### config.mk
export PLATFORM = sky130hd
export DESIGN_NAME = fb_fetch_sched
export DESIGN_NICKNAME = d
export VERILOG_FILES = /design/src/rtl/fb_fetch_sched.sv
export SDC_FILE = /design/constraint.sdc
export NUM_CORES = 1
export LEC_CHECK = 0
export CAP_MARGIN = 10
export CELL_PAD_IN_SITES_DETAIL_PLACEMENT = 1
export CELL_PAD_IN_SITES_GLOBAL_PLACEMENT = 1
export CORE_MARGIN = 10
export CORE_UTILIZATION = 39
export DETAILED_ROUTE_END_ITERATION = 10
export DONT_BUFFER_PORTS = 1
export GPL_ROUTABILITY_DRIVEN = 0
export PLACE_DENSITY = 0.71
export RECOVER_POWER = 25
export SYNTH_ARGS = -nofsm -noshare
export SYNTH_HDL_FRONTEND = slang
export SYNTH_SLANG_ARGS = --single-unit
### constraint.sdc
create_clock -name clk_i -period 4.23 [get_ports clk_i]
set_input_delay 0.423 -clock clk_i [delete_from_list [all_inputs] [get_ports clk_i]]
set_output_delay 0.423 -clock clk_i [all_outputs]
set_load 0.03 [all_outputs]
### src/rtl/fb_fetch_sched.sv
// fb_fetch_sched: refill scheduler for the display pixel FIFO.
//
// Watches the FIFO fill level and issues fixed-length burst read requests that
// walk the frame linearly. Words requested but not yet returned are counted so
// the FIFO can never be overrun. The framebuffer base is latched only when a
// request for frame offset 0 is issued, so buffer swaps never tear.
//
// Ports:
//   clk_i          system clock, rising edge
//   rst_n_i        synchronous active-low reset
//   enable_i       run fetching while high
//   base_addr_i    framebuffer start address, sampled at frame start
//   fifo_level_i   current FIFO occupancy
//   req_o          burst read request, held until req_ack_i
//   req_addr_o     start address of the requested burst
//   req_ack_i      burst accepted (one-cycle pulse)
//   rd_valid_i     one returned data word this cycle
//   fifo_wr_en_o   FIFO write strobe (combinational from rd_valid_i)
//   frame_start_o  one-cycle pulse after the first burst of a frame is accepted
//   busy_o         high whenever the scheduler is not idle
//   err_spurious_o sticky: a word arrived with nothing outstanding
//
// State | meaning
// IDLE  | fetching stopped, offset at frame top
// CHECK | waiting for FIFO space for one more burst
// REQ   | request presented, waiting for acknowledge
// DRAIN | disabled, waiting for in-flight words to return

module fb_fetch_sched #(
    parameter int ADDR_WIDTH  = 24,
    parameter int BURST_LEN   = 8,
    parameter int FIFO_DEPTH  = 64,
    parameter int FRAME_WORDS = 76800,
    parameter int LEVEL_WIDTH = 7
) (
    input  logic                   clk_i,
    input  logic                   rst_n_i,
    input  logic                   enable_i,
    input  logic [ADDR_WIDTH-1:0]  base_addr_i,
    input  logic [LEVEL_WIDTH-1:0] fifo_level_i,
    output logic                   req_o,
    output logic [ADDR_WIDTH-1:0]  req_addr_o,
    input  logic                   req_ack_i,
    input  logic                   rd_valid_i,
    output logic                   fifo_wr_en_o,
    output logic                   frame_start_o,
    output logic                   busy_o,
    output logic                   err_spurious_o
);

    localparam int OFF_W = (FRAME_WORDS > 1) ? $clog2(FRAME_WORDS) : 1;
    localparam int OUT_W = LEVEL_WIDTH + 1;

    typedef enum logic [1:0] {
        IDLE  = 2'd0,
        CHECK = 2'd1,
        REQ   = 2'd2,
        DRAIN = 2'd3
    } state_t;

    state_t                  state_q;
    logic [OFF_W-1:0]        offset_q;
    logic [OUT_W-1:0]        outstanding_q;
    logic [OUT_W-1:0]        outstanding_d;
    logic [ADDR_WIDTH-1:0]   base_q;
    logic [ADDR_WIDTH-1:0]   req_addr_q;
    logic                    req_q;
    logic                    frame_start_q;
    logic                    err_q;

    logic                    word_ok;
    logic                    ack_ok;
    logic                    space_ok;
    logic [OFF_W-1:0]        offset_d;
    logic [ADDR_WIDTH-1:0]   base_sel;
    int                      offset_inc;

    assign word_ok  = rd_valid_i && (outstanding_q != '0);
    assign ack_ok   = (state_q == REQ) && req_ack_i;

    // Evaluated in 32 bits so the sum can never wrap and fake free space.
    assign space_ok = (int'(fifo_level_i) + int'(outstanding_q) + BURST_LEN) <= FIFO_DEPTH;

    assign offset_inc = int'(offset_q) + BURST_LEN;
    assign offset_d   = (offset_inc >= FRAME_WORDS) ? '0 : OFF_W'(offset_inc);

    // At frame top the incoming base is used directly, since base_q is only
    // being loaded in the same cycle.
    assign base_sel = (offset_q == '0) ? base_addr_i : base_q;

    // Ack and a returned word in the same cycle fold into one update.
    always_comb begin
        outstanding_d = outstanding_q;
        if (ack_ok) begin
            outstanding_d = outstanding_d + OUT_W'(BURST_LEN);
        end
        if (word_ok) begin
            outstanding_d = outstanding_d - OUT_W'(1);
        end
    end

    always_ff @(posedge clk_i) begin
        if (!rst_n_i) begin
            state_q       <= IDLE;
            offset_q      <= '0;
            outstanding_q <= '0;
            base_q        <= '0;
            req_addr_q    <= '0;
            req_q         <= 1'b0;
            frame_start_q <= 1'b0;
            err_q         <= 1'b0;
        end else begin
            outstanding_q <= outstanding_d;
            frame_start_q <= 1'b0;
            if (rd_valid_i && (outstanding_q == '0)) begin
                err_q <= 1'b1;
            end
            case (state_q)
                IDLE: begin
                    if (enable_i) begin
                        state_q <= CHECK;
                    end
                end
                CHECK: begin
                    if (!enable_i) begin
                        state_q <= DRAIN;
                    end else if (space_ok) begin
                        state_q    <= REQ;
                        req_q      <= 1'b1;
                        req_addr_q <= base_sel + ADDR_WIDTH'(offset_q);
                        if (offset_q == '0) begin
                            base_q <= base_addr_i;
                        end
                    end
                end
                REQ: begin
                    // A presented request is never withdrawn, even if disabled.
                    if (req_ack_i) begin
                        req_q         <= 1'b0;
                        frame_start_q <= (offset_q == '0);
                        offset_q      <= offset_d;
                        state_q       <= CHECK;
                    end
                end
                DRAIN: begin
                    if (outstanding_q == '0) begin
                        offset_q <= '0;
                        state_q  <= IDLE;
                    end
                end
                default: state_q <= IDLE;
            endcase
        end
    end

    assign req_o          = req_q;
    assign req_addr_o     = req_addr_q;
    assign fifo_wr_en_o   = word_ok;
    assign frame_start_o  = frame_start_q;
    assign busy_o         = (state_q != IDLE);
    assign err_spurious_o = err_q;

endmodule

==> flow_metrics.env <==
export IMPL_design_area_sq_um=4990
export IMPL_period_minus_slack_ns=3.76
export IMPL_status="complete, no violations"
export IMPL_yosysTopAreaCell="dfxtp_1"
export IMPL_first_iter_violations=184
export IMPL_grt_max_degree=59
export IMPL_cts_buffer_depth=2
export IMPL_power_w=0.00267
export IMPL_whs_path_depth=1
export IMPL_hp_class="primary input to flip-flop"
export IMPL_dpl_cell_count=689
export IMPL_ys_flop_type="dfxtp_1"
export IMPL_synth_async_reset_ratio=0
export IMPL_antenna_found_initial=0
export IMPL_layout_commonest_cell="nand2_1"
export IMPL_postSynthAreaPerCell_sq_um=8.06
export IMPL_postCtsResizedCells=0
export IMPL_die_w_microns=129
export IMPL_ant_nets=0
export IMPL_synth_area_sq_um=4620
export IMPL_dpl_cell_area_sq_um=4690
export IMPL_post_cts_setup_buffers=0
export IMPL_maxCapViolCount=0
export IMPL_fp_row_count=39
export IMPL_syn_to_final_growth_pct=7.99
export IMPL_drtPass1Iterations=4
export IMPL_slew_limit_headroom=0.476
export IMPL_slew_violations=0
export IMPL_synth_seq_cells=73
export IMPL_numCtsBuffers=9
export IMPL_tightestPinTransition_ns=0.786
export IMPL_cp_top_family="compound AO/OA/AOI/OAI gates"
export IMPL_ir_drop_v=0.000316
export IMPL_drc=0
export IMPL_p_leak_nw=1.85
export IMPL_drive_gt1_frac=0.0801
export IMPL_final_cell_mix="77 x nand2_1, 73 x dfxtp_1, 65 x a21oi_1"
export IMPL_setup_worst_path_start_class="flip-flop"
export IMPL_fillers=1406
export IMPL_htreeDepth=3
export IMPL_path_buf_inv=1
export IMPL_ff2ff_path_depth=12
export IMPL_cts_tree="built"
export IMPL_antenna_cells=0
export IMPL_clk_latency_ns=0.34
export IMPL_core_area_sq_um=11500
export IMPL_io_pins=65
export IMPL_synth_cells=573
export IMPL_path_cells="nor4_1 > nand4_1 > buf_4 > mux2_2 > ha_1 > a21oi_1 > o21ai_0 > a41oi_1 > o21ai_1 > and4_1 > o21ai_1 > a21oi_1"
export IMPL_cts_sink_count=73
export IMPL_rsz0062_at_grt="false"
export IMPL_ys_top_cells_by_area="dfxtp_1 32%, ha_1 8.7%, a21oi_1 7.0%"
export IMPL_grt_pass1_wl_mm=21.4
export IMPL_end_kind="flip-flop"
export IMPL_grt_pass1_vias=4105
export IMPL_cp_num_cells=12
export IMPL_synth_edf_count=0
export IMPL_worstPathMaxFanout=10
export IMPL_root_buffer="clkbuf_16"
export IMPL_critPathMaxStageDelay_ns=0.49
export IMPL_skew_ns=0.00811
export IMPL_required_ns=4.42
export IMPL_setup_worst_path_class="flip-flop to flip-flop"
export IMPL_arrival_ns=3.95
export IMPL_wirelength_mm=13.0
export IMPL_clock_fmax_mhz=266
export IMPL_final_cells=705
export IMPL_fin_crit_sh=0.888
export IMPL_yosysSeqAreaShare=0.317
export IMPL_overflow=0
export IMPL_yosysTopAreaCellShare=0.317
export IMPL_syn_num_nets=642
export IMPL_cts_hold_buf=0
export IMPL_die_h_microns=129
export IMPL_ys_types=58
export IMPL_clkTransAtPathRegs_ns=0.06
export IMPL_wire_per_inst_microns=18.5
export IMPL_layout_nets=626
export IMPL_power_density_nw_per_um2=536
export IMPL_setup_violations_final=0
export IMPL_via_count=4032
export IMPL_start_util=0.401
export IMPL_place_port_buffers=0
export IMPL_yosysWarnings=0
export IMPL_worst_path_max_delay_cell="a41oi_1"
export IMPL_vias_per_cell=5.72
export IMPL_hpwl_mm=9.91
export IMPL_dieArea_sq_um=16600
export IMPL_track_usage=0.160
export IMPL_setup_tns_ns=0
export IMPL_hold_violations=0
## worst paths after layout
| kind | slack (ns) | endpoint | startpoint |
|---|---|---|---|
| setup / recovery | 0.47 | req_addr_o[23] | offset_q[5] |
| hold / removal | 0.22 | state_q[0] | rst_n_i |
| setup reg to reg | 0.47 | req_addr_o[23] | offset_q[5] |
| hold reg to reg | 0.45 | base_q[14] | base_q[14] |
## cell type report
class | count | area [sq um] | share of cell area
clock buffers | 14 | 284 | 0.0570
clock inverters | 2 | 10.0 | 0.00201
repair buffers | 7 | 52.6 | 0.0105
well taps | 143 | 179 | 0.0359
flip-flops and latches | 73 | 1460 | 0.293
inverters | 19 | 71.3 | 0.0143
multi-input cells | 447 | 2930 | 0.587
## through the flow
step                      hold WS (ns)  setup WS, ns   util
after CTS                        0.212         0.453  0.433
final                            0.216         0.475  0.433
after global routing             0.222        0.0269  0.433
after detailed placement         0.444         0.544  0.407
after floorplan                  0.428         0.645      -
after global placement           0.435         0.682  0.407
## sequential cells by signal (all words and copies together), names as in the netlist
| name | count |
|---|---|
| state_q | 2 |
| err_spurious_o | 1 |
| offset_q | 14 |
| req_addr_o | 24 |
| outstanding_q | 8 |
| req_o | 1 |
| frame_start_o | 1 |
| base_q | 22 |
## synthesized netlist by cell type, types with 6 or more instances
library cell	instances
nand2b_1	11
mux2i_1	20
nand3b_1	6
nand3_1	25
nor2_1	36
clkbuf_1	14
nor3_1	13
buf_2	13
mux2_2	16
a211oi_1	8
a31oi_1	7
xnor2_1	17
a21oi_1	65
xor2_1	10
dfxtp_1	73
and3_1	6
o21ai_0	24
nand2_1	77
inv_1	19
nand4_1	10
ha_1	32
## cell families after synthesis
kind of cell,share of synthesized area
AND/OR/NAND/NOR,0.229
adder cells (fa/ha/maj),0.0911
flip-flops,0.317
buffers and inverters,0.0504
multiplexers,0.0824
AO/OA/AOI/OAI,0.180
XOR/XNOR,0.0512
## layer usage
layer  global-route usage  vias to the layer above  routed length, microns
met1                0.194                     1935                    5890
met4               0.0642                        0                     254
met3               0.0435                       19                     694
met5                    0                        -                       0
met2                0.263                       62                    6190
li1                     -                     2016                       -
## where the power goes
| part | switching [W] | leakage [nW] | internal [W] | total, W |
|---|---|---|---|---|
| clock network | 0.000291 | 0.149 | 0.000460 | 0.000751 |
| logic | 0.000553 | 1.11 | 0.000389 | 0.000942 |
| registers | 0.000189 | 0.591 | 0.000792 | 0.000981 |
Power figures use the tool's default switching activity.
